**src/rtl/burst_detect_pkg.sv**
```systemverilog
// rtl/burst_detect_pkg.sv - shared delay-line constants and burst FSM encodings
package burst_detect_pkg;

  localparam int CLK_FREQ             = 81_000_000;
  localparam int MODULATION_FREQ      = 13_500_000;
  localparam int DFLT_CLKS_PER_PERIOD = CLK_FREQ / MODULATION_FREQ;

  typedef enum logic [1:0] {
    S_IDLE    = 2'd0,
    S_QUALIFY = 2'd1,
    S_ACTIVE  = 2'd2,
    S_HOLDOFF = 2'd3
  } state_t;

endpackage

```
**src/rtl/burst_detect_if.sv**
```systemverilog
// rtl/burst_detect_if.sv - carrier input and burst envelope outputs of the detector
interface burst_detect_if #(
  parameter int MAX_BURST = 162
);
  localparam int LEN_WIDTH = $clog2(MAX_BURST + 1);

  logic                 in;
  logic                 envelope;
  logic                 burst_start;
  logic                 burst_end;
  logic                 overlength;
  logic [LEN_WIDTH-1:0] burst_len;

  modport master (
    output in,
    input  envelope, burst_start, burst_end, overlength, burst_len
  );

  modport slave (
    input  in,
    output envelope, burst_start, burst_end, overlength, burst_len
  );
endinterface

```
**src/rtl/sync_ff.sv**
```systemverilog
// rtl/sync_ff.sv - two-flop synchroniser for an asynchronous single-bit input
module sync_ff (
  input  logic clk,
  input  logic n_reset,
  input  logic d,
  output logic q
);

  logic meta;

  always_ff @(posedge clk) begin
    if (!n_reset) begin
      meta <= 1'b0;
      q    <= 1'b0;
    end else begin
      meta <= d;
      q    <= meta;
    end
  end

endmodule

```
**src/rtl/burst_detect.sv**
```systemverilog
// rtl/burst_detect.sv - qualifies modulated-carrier bursts and produces a registered envelope
module burst_detect #(
  parameter int CLKS_PER_PERIOD = burst_detect_pkg::DFLT_CLKS_PER_PERIOD,
  parameter int MIN_EDGES       = 4,
  parameter int GAP_TIMEOUT     = 9,
  parameter int MAX_BURST       = 162,
  parameter int HOLDOFF         = 12,
  localparam int LEN_WIDTH      = $clog2(MAX_BURST + 1)
) (
  input  logic           clk,
  input  logic           n_reset,
  burst_detect_if.slave  bus
);
  import burst_detect_pkg::*;

  // A gap shorter than one carrier period would chop every burst, so clamp it.
  localparam int GAP_EFF = (GAP_TIMEOUT > CLKS_PER_PERIOD) ? GAP_TIMEOUT : CLKS_PER_PERIOD + 1;
  localparam int GW      = $clog2(GAP_EFF + 1);
  localparam int EW      = $clog2(MIN_EDGES + 1);
  localparam int HW      = $clog2(HOLDOFF + 1);

  // Decision is taken one clock early so the registered fall lands GAP_EFF after the strobe.
  localparam logic [GW-1:0]        GAP_LAST  = GW'(GAP_EFF - 2);
  localparam logic [GW-1:0]        GAP_SAT   = GW'(GAP_EFF);
  localparam logic [EW-1:0]        EDGE_LAST = EW'(MIN_EDGES - 1);
  localparam logic [LEN_WIDTH-1:0] LEN_MAX   = LEN_WIDTH'(MAX_BURST);
  localparam logic [HW-1:0]        HOLD_LAST = HW'(HOLDOFF - 1);

  logic in_sync, in_prev, strobe, timeout;

  state_t               state, state_nxt;
  logic [EW-1:0]        edge_cnt, edge_nxt;
  logic [GW-1:0]        gap_ctr, gap_nxt;
  logic [LEN_WIDTH-1:0] len_ctr, len_nxt;
  logic [HW-1:0]        hold_ctr, hold_nxt;
  logic                 env_q, env_nxt;
  logic                 start_q, start_nxt;
  logic                 end_q, end_nxt;
  logic                 ovl_q, ovl_nxt;
  logic [LEN_WIDTH-1:0] blen_q, blen_nxt;

  sync_ff u_sync (
    .clk     (clk),
    .n_reset (n_reset),
    .d       (bus.in),
    .q       (in_sync)
  );

  assign strobe  = in_sync & ~in_prev;
  assign timeout = ~strobe && (gap_ctr == GAP_LAST);

  always_ff @(posedge clk) begin
    if (!n_reset) begin
      in_prev  <= 1'b0;
      state    <= S_IDLE;
      edge_cnt <= '0;
      gap_ctr  <= '0;
      len_ctr  <= '0;
      hold_ctr <= '0;
      env_q    <= 1'b0;
      start_q  <= 1'b0;
      end_q    <= 1'b0;
      ovl_q    <= 1'b0;
      blen_q   <= '0;
    end else begin
      in_prev  <= in_sync;
      state    <= state_nxt;
      edge_cnt <= edge_nxt;
      gap_ctr  <= gap_nxt;
      len_ctr  <= len_nxt;
      hold_ctr <= hold_nxt;
      env_q    <= env_nxt;
      start_q  <= start_nxt;
      end_q    <= end_nxt;
      ovl_q    <= ovl_nxt;
      blen_q   <= blen_nxt;
    end
  end

  always_comb begin
    state_nxt = state;
    edge_nxt  = edge_cnt;
    len_nxt   = len_ctr;
    hold_nxt  = hold_ctr;
    start_nxt = 1'b0;
    end_nxt   = 1'b0;
    ovl_nxt   = 1'b0;
    blen_nxt  = blen_q;
    if (strobe)
      gap_nxt = '0;
    else if (gap_ctr == GAP_SAT)
      gap_nxt = gap_ctr;
    else
      gap_nxt = gap_ctr + GW'(1);

    case (state)
      S_IDLE: begin
        if (strobe) begin
          state_nxt = S_QUALIFY;
          edge_nxt  = EW'(1);
        end
      end
      S_QUALIFY: begin
        if (strobe) begin
          edge_nxt = edge_cnt + EW'(1);
          if (edge_cnt == EDGE_LAST) begin
            state_nxt = S_ACTIVE;
            start_nxt = 1'b1;
            len_nxt   = LEN_WIDTH'(1);
          end
        end else if (timeout) begin
          state_nxt = S_IDLE;
        end
      end
      S_ACTIVE: begin
        // Length cut is checked first so it wins over a coincident timeout.
        if (len_ctr == LEN_MAX) begin
          state_nxt = S_HOLDOFF;
          end_nxt   = 1'b1;
          ovl_nxt   = 1'b1;
          blen_nxt  = len_ctr;
          hold_nxt  = '0;
        end else if (timeout) begin
          state_nxt = S_HOLDOFF;
          end_nxt   = 1'b1;
          blen_nxt  = len_ctr;
          hold_nxt  = '0;
        end else begin
          len_nxt = len_ctr + LEN_WIDTH'(1);
        end
      end
      S_HOLDOFF: begin
        if (hold_ctr == HOLD_LAST)
          state_nxt = S_IDLE;
        else
          hold_nxt = hold_ctr + HW'(1);
      end
      default: state_nxt = S_IDLE;
    endcase

    env_nxt = (state_nxt == S_ACTIVE);
  end

  assign bus.envelope    = env_q;
  assign bus.burst_start = start_q;
  assign bus.burst_end   = end_q;
  assign bus.overlength  = ovl_q;
  assign bus.burst_len   = blen_q;

endmodule

```
**src/flat_wrapper.sv**
```systemverilog
// flat-port wrapper written by rule: the top's interface ports become plain ports
module burst_detect_flat import burst_detect_pkg::*;
#(
  parameter int CLKS_PER_PERIOD = burst_detect_pkg::DFLT_CLKS_PER_PERIOD,
  parameter int MIN_EDGES       = 4,
  parameter int GAP_TIMEOUT     = 9,
  parameter int MAX_BURST       = 162,
  parameter int HOLDOFF         = 12,
  localparam int LEN_WIDTH      = $clog2(MAX_BURST + 1)
)
  (clk, n_reset, bus_in, bus_envelope, bus_burst_start, bus_burst_end, bus_overlength, bus_burst_len);
  burst_detect_if #(.MAX_BURST(MAX_BURST)) bus_i ();
  input  logic clk;
  input  logic n_reset;
  input wire logic [$bits(bus_i.in)-1:0] bus_in;
  output wire logic [$bits(bus_i.envelope)-1:0] bus_envelope;
  output wire logic [$bits(bus_i.burst_start)-1:0] bus_burst_start;
  output wire logic [$bits(bus_i.burst_end)-1:0] bus_burst_end;
  output wire logic [$bits(bus_i.overlength)-1:0] bus_overlength;
  output wire logic [$bits(bus_i.burst_len)-1:0] bus_burst_len;
  assign bus_i.in = bus_in;
  assign bus_envelope = bus_i.envelope;
  assign bus_burst_start = bus_i.burst_start;
  assign bus_burst_end = bus_i.burst_end;
  assign bus_overlength = bus_i.overlength;
  assign bus_burst_len = bus_i.burst_len;
  burst_detect #(.CLKS_PER_PERIOD(CLKS_PER_PERIOD), .MIN_EDGES(MIN_EDGES), .GAP_TIMEOUT(GAP_TIMEOUT), .MAX_BURST(MAX_BURST), .HOLDOFF(HOLDOFF)) u_core (.clk(clk), .n_reset(n_reset), .bus(bus_i));
endmodule
```
**config.mk**
```make
export PLATFORM = sky130hd
export DESIGN_NAME = burst_detect_flat
export DESIGN_NICKNAME = d
export VERILOG_FILES = /design/src/rtl/burst_detect_pkg.sv /design/src/rtl/burst_detect_if.sv /design/src/rtl/sync_ff.sv /design/src/rtl/burst_detect.sv /design/src/flat_wrapper.sv
export SDC_FILE = /design/constraint.sdc
export NUM_CORES = 1
export LEC_CHECK = 0
export ABC_AREA = 1
export CELL_PAD_IN_SITES_DETAIL_PLACEMENT = 1
export CELL_PAD_IN_SITES_GLOBAL_PLACEMENT = 1
export CORE_UTILIZATION = 44
export DETAILED_ROUTE_END_ITERATION = 10
export GPL_TIMING_DRIVEN = 0
export PLACE_DENSITY = 0.91
export SYNTH_ARGS = -nofsm -noshare
export SYNTH_HDL_FRONTEND = slang
export SYNTH_SLANG_ARGS = --single-unit
```
**constraint.sdc**
```tcl
create_clock -name clk -period 2.7 [get_ports clk]
set_input_delay 0.54 -clock clk [delete_from_list [all_inputs] [get_ports clk]]
set_output_delay 0.54 -clock clk [all_outputs]
set_load 0.02 [all_outputs]
```
Word-level counts from Yosys, hierarchy flattened. Index checks and enable logic that the tools add are counted.

Bits in registers: 36. Bits of input ports: 3. Word-level logic and storage cells: 76.

$add $sub $neg: 4. Equal/unequal tests: 16. Muxes and demuxes: 26. Bitwise logic cells: 4. Reduce and logical (&&, ||, !) cells: 13.

Operator list (number): 8-bit 2-to-1 mux (6); 8-bit case mux with 2 select lines (1); 2-bit 2-to-1 mux (7); 4-bit 2-to-1 mux (3); 3-bit AND reduction (3); 4-bit by 1-bit adder with 4-bit output, second input constant (2); 8-bit by 1-bit adder with 8-bit output, second input constant (1); 4-bit == test, second input constant (2); 8-bit == test, second input constant (1); 2-bit case mux with 4 select lines (1); 4-bit case mux with 2 select lines (1); 2-bit nonzero test (4); 2-bit == test, second input constant (3); 3-bit 2-to-1 mux (2); 2-bit by 1-bit != test with 1-bit output, second input constant (3); 2-bit != test, second input constant (3); 3-bit case mux with 2 select lines (1); 5-bit AND reduction (1); 4-bit by 3-bit == test with 1-bit output, second input constant (1); 1-bit 2-to-1 mux (4); 2-bit AND reduction (2); 3-bit by 1-bit adder with 3-bit output, second input constant (1); 3-bit by 2-bit == test with 1-bit output, second input constant (1); 3-bit by 1-bit != test with 1-bit output, second input constant (1); other kinds (6) (8).

Depth between registers and ports, before layout. Gate-level depths: netlist of the first run.

Depth in word-level cells: 8. Depth in mapped cells: 11.

By module. From an unflattened synthesis of the first run, not the netlist that was laid out.

Cells, all modules: 240. Area total of the unflattened synthesis: 1828.0 µm².

Modules (own cells, without submodules): burst_detect (instances 1, cells each 234, area each 1773.0 µm², sequential area each 680.7 µm²); sync_ff (instances 1, cells each 6, area each 55.1 µm², sequential area each 40.0 µm²).

Worst setup path before layout of the first run. OpenSTA, ideal clock, no wires.

Kind: register -> register. Start point: register u_core.len_ctr[0]. End point: register u_core.len_ctr[0]. Library setup time: 0.070 ns. Arrival time: 1.290 ns. Setup slack: 1.339 ns. Cell stages (with the launch flop): 10. Path buffers: 0. Clock period less this slack: 1.361 ns. Cells stage by stage: dfxtp_1 > inv_1 > ha_1 > nand2_1 > nor2_2 > nand3_2 > nand2_2 > nor2_2 > nand2_1 > a21oi_1.

Word-level cells in the longest chain between the ends: 4.

Ends and longest elaborated chain: start, declared (RTL line burst_detect.sv:34) `logic [LEN_WIDTH-1:0] len_ctr, len_nxt;`; start signal, assigned (RTL line burst_detect.sv:70) `len_ctr <= len_nxt;`; 8-bit by 1-bit adder with 8-bit output (RTL line burst_detect.sv:129) `len_nxt = len_ctr + LEN_WIDTH'(1);`; 8-bit 2-to-1 mux (RTL line burst_detect.sv:123) `end else if (timeout) begin`; 8-bit 2-to-1 mux (RTL line burst_detect.sv:117) `if (len_ctr == LEN_MAX) begin`; 8-bit case mux with 2 select lines (RTL line burst_detect.sv:96) `case (state)`.

Parallel ways exist; a longest one is shown, timed or not. The select of a mux whose other input is x is not followed. A chain may end at the register's enable or synchronous reset.

Worst setup path after layout of the first run.
Start point: register u_core.blen_q[6], in the netlist u_core.bus.burst_len[6]. End point: output bus_burst_len[6].

RTL lines: start, declared (RTL line burst_detect.sv:40) `logic [LEN_WIDTH-1:0] blen_q, blen_nxt;`; start signal, assigned (RTL line burst_detect.sv:76) `blen_q <= blen_nxt;`; end, declared (RTL line flat_wrapper.sv:20) `output wire logic [$bits(bus_i.burst_len)-1:0] bus_burst_len;`.

No word-level cell between the ends.

==> results.yml, run 1 <==
grt:
  overflow: 0
  grt_pass1_vias: 1857
  antenna_found_initial: 0
  grt_max_degree: 11
  grt_pass1_wl_um: 8190
  grt_usage_pct: 24.95
worst_setup_path:
  arrival_ns: 1.25
  crit_required_ns: 2.16
  endpoint_kind: "output pin"
  rrSetupSlack_ns: 0.92
  max_stage_delay_ns: 0.61
  worst_path_max_delay_cell: "clkdlybuf4s50_1"
  critPathMaxFanout: 2
  crit_path_cell_trace: "clkdlybuf4s50_1"
  startpoint_type: "flip-flop"
  criticalPathCategory: "reg -> out"
  crit_family: "buffers and inverters"
  worst-path-buf-inv: 1
cts:
  cts_tree: "built"
  clk_pin_slew_ns: 0.07
  post_cts_buffers: 0
  clk_latency_ns: 0.29
  cts_root_buf: "clkbuf_8"
  clockBufferDepth: 2
  cts.sinks: 36
  htree_levels: 2
  post_cts_resized: 0
  cts_made_buffers: 5
  cts_hold_buf: 0
detailed_routing:
  postRouteAntennaNets: 0
  drc: 0
  routed_wl_um: 4610
  vias_per_cell: 5.191
  dr.pass1.iters: 4
  drt_iter0_drc: 61
  post_drt_wl_per_cell_um: 14.18
  vias: 1687
placed_design:
  dp_hpwl_um: 3380
  port_buffers: 13
  place.gp.congestion: 0.7918
synth:
  ys_top_cells_by_count: "69 x nand2_1, 36 x dfxtp_1, 29 x nor2_1"
  synth_top_cell_by_area: "dfxtp_1"
  yosys.area.top_type_share_pct: 40.20
  synth_fp_nets: 271
  synthFlopType: "dfxtp_1"
  synthCells: 257
  synth_edf_count: 0
  synth_seq_cells: 36
  synth_warnings: 0
  synth_cell_types: 24
  synthArstFlopShare_pct: 0
  yosys-top-cells-area: "dfxtp_1 40%, nand2_1 14%, ha_1 7.7%"
  syn_area_per_cell_sq_um: 6.977
  yosysSeqAreaShare_pct: 40.20
  yosysMostFrequentCell: "nand2_1"
  netlist_area_sq_mm: 0.001793
sta:
  fin_crit_sh_pct: 66.17
  finalSetupViolations: 0
  tns_ns: 0
  finalHoldViolCount: 0
  rsz0062_at_grt: "no"
  slew_headroom_pct: 61.07
  whs_ns: 0.4270
  worstMarginPinSlew_ns: 0.5839
  slew_violations: 0
  period_needed_ns: 1.787
  clock.fmax_mhz: 559.7
  fin_worst_skew_ns: 0.002417
layout:
  area_growth_pct: 15.98
  layout.nets: 291
  layout-drive-gt1-share_pct: 8.664
  num_antenna_cells: 0
run_status:
  outcome: "finished clean"
hold_path:
  hp-class: "reg -> reg"
die:
  ios: 15
  die_area_sq_mm: 0.004334
  die_h_um: 65.84
  core_sq_mm: 0.003771
  die_w_um: 65.84
  num_rows: 22
  initial_core_util_pct: 47.54
pwr:
  peakVddDrop_mv: 0.2784
  p_leak_nw: 0.8552
  power_per_cell_area_mw_per_mm2: 485.0
flow_run:
  drv_cap: 0
-- layout make-up --
| cell class | instances | area [sq um] |
|---|---|---|
| Tap cell | 48 | 60.06 |
| Buffer | 5 | 31.28 |
| Timing Repair Buffer | 13 | 130.1 |
| Sequential cell | 36 | 720.7 |
| Clock buffer | 7 | 96.34 |
| Multi-Input combinational cell | 185 | 924.6 |
| Inverter | 31 | 116.4 |
| Fill cell | 511 | 1692 |
-- layer usage --
| layer | share of wire [%] | global-route usage [%] | vias to the layer above |
|---|---|---|---|
| met2 | 51 | 45.54 | 20 |
| met1 | 45 | 27.43 | 801 |
| li1 | - | - | 853 |
| met4 | 2.8 | 11.68 | 0 |
| met3 | 1.9 | 4.655 | 13 |
| met5 | 0 | 0 | - |
-- logic make-up (layout without fill, tap and decap cells) --
group | Yosys count | in the layout | share of synthesized area (%)
AO/OA/AOI/OAI | 36 | 36 | 10.12
flip-flops | 36 | 36 | 40.20
buffers and inverters | 36 | 56 | 8.234
XOR/XNOR | 3 | 3 | 1.466
adder cells (fa/ha/maj) | 11 | 11 | 7.676
AND/OR/NAND/NOR | 135 | 135 | 32.31
-- cell usage in the layout, fill, tap and decap left out, drive strengths merged --
| cell type | instances |
|---|---|
| dfxtp | 36 |
| nand2 | 74 |
| clkbuf | 9 |
| xnor2 | 2 |
| inv | 31 |
| nand4 | 3 |
| nor3 | 1 |
| a21oi | 22 |
| o22ai | 1 |
| xor2 | 1 |
| or2 | 1 |
| clkdlybuf4s50 | 13 |
| o21ai | 13 |
| nand3 | 23 |
| nor2 | 33 |
| ha | 11 |
| buf | 3 |
-- registers in the layout, summed over array words and instances, names as in the netlist --
name	cells
u_core.bus.burst_len	8
u_core.len_ctr	8
u_core.gap_ctr	4
u_core.hold_ctr	4
u_core.edge_cnt	3
u_core.state	2
u_core.bus.burst_end	1
u_core.bus.burst_start	1
u_core.bus.envelope	1
u_core.bus.overlength	1
u_core.in_prev	1
u_core.u_sync.meta	1
u_core.u_sync.q	1
-- worst paths after layout --
check	startpoint	to	depth (start not counted)
min	u_core.u_sync.meta	u_core.u_sync.q	2
min reg2reg	u_core.u_sync.meta	u_core.u_sync.q	2
max reg2reg	u_core.len_ctr[0]	u_core.len_ctr[3]	9
max	u_core.bus.burst_len[6]	bus_burst_len[6]	1
-- power by group --
part,internal [W],leakage (nW),switching [W],total [W]
registers,0.000539,0.291,0.00000814,0.000547
clock network,0.000227,0.0503,0.000187,0.000414
logic,0.0000151,0.514,0.0000325,0.0000476
-- through the flow --
| stage | setup slack [ns] | total power (W) | utilization [%] | instance area [sq um] | instances |
|---|---|---|---|---|---|
| 6_report | 0.9134 | 0.001009 | 55.14 | 2079 | 325 |
| 5_1_grt | 0.7190 | 0.001048 | 55.14 | 2079 | 325 |
| 3_3_place_gp | 1.045 | 0.0006038 | 52.59 | 1983 | 318 |
| 2_1_floorplan | 1.339 | 0.0005904 | - | 1793 | 257 |
| 4_1_cts | 0.9070 | 0.001018 | 55.14 | 2079 | 325 |
| 3_5_place_dp | 0.9468 | 0.0006066 | 52.59 | 1983 | 318 |
Note: power is estimated with default switching activity, not from simulation.
==> run 2, diff against run 1 <==
--- a/config.mk
+++ b/config.mk
@@ -8,10 +8,10 @@
 export ABC_AREA = 1
 export CELL_PAD_IN_SITES_DETAIL_PLACEMENT = 1
 export CELL_PAD_IN_SITES_GLOBAL_PLACEMENT = 1
-export CORE_UTILIZATION = 44
+export CORE_UTILIZATION = 37
 export DETAILED_ROUTE_END_ITERATION = 10
 export GPL_TIMING_DRIVEN = 0
-export PLACE_DENSITY = 0.91
+export PLACE_DENSITY = 0.82
 export SYNTH_ARGS = -nofsm -noshare
 export SYNTH_HDL_FRONTEND = slang
 export SYNTH_SLANG_ARGS = --single-unit
==> constraint.sdc (replaced) <==
create_clock -name clk -period 1.5 [get_ports clk]
set_input_delay 0.3 -clock clk [delete_from_list [all_inputs] [get_ports clk]]
set_output_delay 0.3 -clock clk [all_outputs]
set_load 0.02 [all_outputs]
==> run 2 against run 1 <==
  * The flow now finishes with violations (negative setup slack)
  * First-iteration DRC count shrank 34%
  * Setup slack lost 0.93 ns
  * Routed wire length grew 5.4%
  * Register-to-register slack lost 0.93 ns
  * Design area grew 14%
  * Clock power grew 76%
  * Via count grew 3.9%
  * Sequential power grew 79%
  * Clock-buffer cell count grew 1
  * Critical endpoint is now u_core.len_ctr[1]
  * Largest cell class unchanged
  * Largest power group unchanged
  * Highest routed layer unchanged
==> results.yml, run 2 (same netlist as run 1, synthesis figures left out) <==
layout:
  layout.nets: 304
  num_antenna_cells: 0
  area_growth_pct: 32.31
  seq_area_sq_um: 743.2
  final_cell_mix: "54 x nand2_1, 28 x nor2_1, 28 x dfxtp_1"
  layout-drive-gt1-share_pct: 26.80
  layout_commonest_cell: "nand2_1"
  multi_input_area_sq_mm: 0.001081
  fill_cells: 581
die:
  num_rows: 24
  ios: 15
  initial_core_util_pct: 39.81
  core_sq_mm: 0.004504
  die_area_sq_mm: 0.005128
  die_w_um: 71.61
  die_h_um: 71.61
hold_path:
  min-delay-start: "n_reset"
  hp-class: "in -> reg"
  hold_end: "u_core.edge_cnt[0]"
  whs_path_depth: 3
pwr:
  p_leak_nw: 1.027
  power_per_cell_area_mw_per_mm2: 772.8
  peakVddDrop_mv: 0.3885
  p_total_w: 0.001833
detailed_routing:
  drt_iter0_drc: 40
  dr.pass1.iters: 4
  postRouteAntennaNets: 0
  vias_per_cell: 5.111
  post_drt_wl_per_cell_um: 14.16
  vias: 1753
  drc: 0
  routed_wl_um: 4858
cts:
  clk_latency_ns: 0.29
  cts_made_buffers: 5
  cts.sinks: 36
  htree_levels: 2
  cts_root_buf: "clkbuf_8"
  clk_pin_slew_ns: 0.07
  cts_tree: "built"
  clockBufferDepth: 2
worst_setup_path:
  arrival_ns: 1.70
  r2r_start: "u_core.len_ctr[4]"
  criticalPathCategory: "reg -> reg"
  rrSetupSlack_ns: -0.01
  worst-path-buf-inv: 2
  reg2reg_depth: 9
  crit_required_ns: 1.69
  critPathMaxFanout: 8
  timing.rr.end: "u_core.len_ctr[1]"
  worst_path_max_delay_cell: "dfxtp_1"
  endpoint_kind: "flip-flop"
  max_stage_delay_ns: 0.37
  path_common_cell: "nand2_1"
  crit_family: "simple AND/OR/NAND/NOR gates"
  startpoint_type: "flip-flop"
  crit_path_cell_trace: "inv_2 -> nand2_1 -> nor2_2 -> nand3_4 -> nand2_4 -> nor2_4 -> buf_6 -> nand2_1 -> nand2_1"
sta:
  period_needed_ns: 1.514
  slew_headroom_pct: 53.27
  finalSetupViolations: 1
  fin_worst_skew_ns: 0.005884
  fin_crit_sh_pct: 100.9
  clock.fmax_mhz: 660.6
  worstMarginPinSlew_ns: 0.7010
  worst_slack_ns: -0.01372
  slew_violations: 0
  rsz0062_at_grt: "yes"
  finalHoldViolCount: 0
  tns_ns: -0.01372
grt:
  grt_max_degree: 11
  grt_pass1_vias: 1714
  grt_pass1_wl_um: 7714
  grt_usage_pct: 19.50
  antenna_found_initial: 0
  overflow: 0
run_status:
  violations: "negative setup slack"
  outcome: "finished with violations"
placed_design:
  place.gp.congestion: 0.7597
  port_buffers: 13
  dp_hpwl_um: 3223
flow_run:
  drv_cap: 0
-- run 2: cell count changes in the layout (fill, tap and decap cells not counted), moves of 4 or more --
cell,delta
a21oi_1,-6
a21oi_2,+6
buf_4,+10
clkdlybuf4s50_1,-12
dfxtp_1,-8
dfxtp_4,+5
dlygate4sd2_1,+11
ha_1,-7
ha_2,+4
nand2_1,-15
nand2_2,+13
-- run 2: per-stage QoR --
step	hold WS, ns	cell area (sq um)	instances	util [%]	setup slack (ns)
after floorplan	0.3905	1793	257	-	0.1391
after global placement	0.4081	1988	322	44.14	-0.1737
after detailed placement	0.4199	1988	322	44.14	-0.2075
after CTS	0.3387	2101	330	46.64	0.0004909
after global routing	0.3617	2372	343	52.67	-0.07786
final	0.3325	2372	343	52.67	-0.01372
-- run 2: final cells by class --
class | instances | share of cell area [%]
buffer | 5 | 1.477
clock buffer | 8 | 3.797
inverter | 31 | 4.905
multi-input combinational | 185 | 45.57
sequential | 36 | 31.33
tap | 52 | 2.743
timing repair buffer | 26 | 10.18
-- run 2: metal layers --
metal / wire length, um / track usage (%) / share of wire (%)
met1: 2111 / 22.96 / 43
met3: 114 / 4.219 / 2.3
met5: 0 / 0 / 0
met2: 2543 / 35.32 / 52
met4: 88 / 5.882 / 1.8
-- run 2: repair_timing --
item,CTS,global route
cloned,0,1
pin swaps,3,17
hold buffers,0,0
endpoints found under the hold margin,0,0
setup buffers,0,12
gates resized for setup,22,51
endpoints found under the setup margin,31,24
-- run 2: power by group --
group          switching [W]  total (W)  internal [W]
logic              0.0000766   0.000126     0.0000492
registers          0.0000142   0.000981      0.000966
clock network       0.000352   0.000727      0.000375
-- run 2: how the worst max path moves through the flow --
stage,from,slack (ns),endpoint,cells after the start
finish,u_core.len_ctr[4],-0.01,u_core.len_ctr[1],9
global route,u_core.len_ctr[6],-0.08,u_core.len_ctr[1],9
CTS,u_core.len_ctr[0],0.0005,u_core.len_ctr[5],9
detailed placement,u_core.len_ctr[0],-0.21,u_core.len_ctr[5],9
global placement,u_core.len_ctr[0],-0.17,u_core.len_ctr[2],9
floorplan,u_core.len_ctr[0],0.14,u_core.len_ctr[0],9
-- run 2: tightest hold or removal path, stage by stage --
cell and delay, ns:
buf_2 0.16, o21ai_0 0.09, a21oi_1 0.04
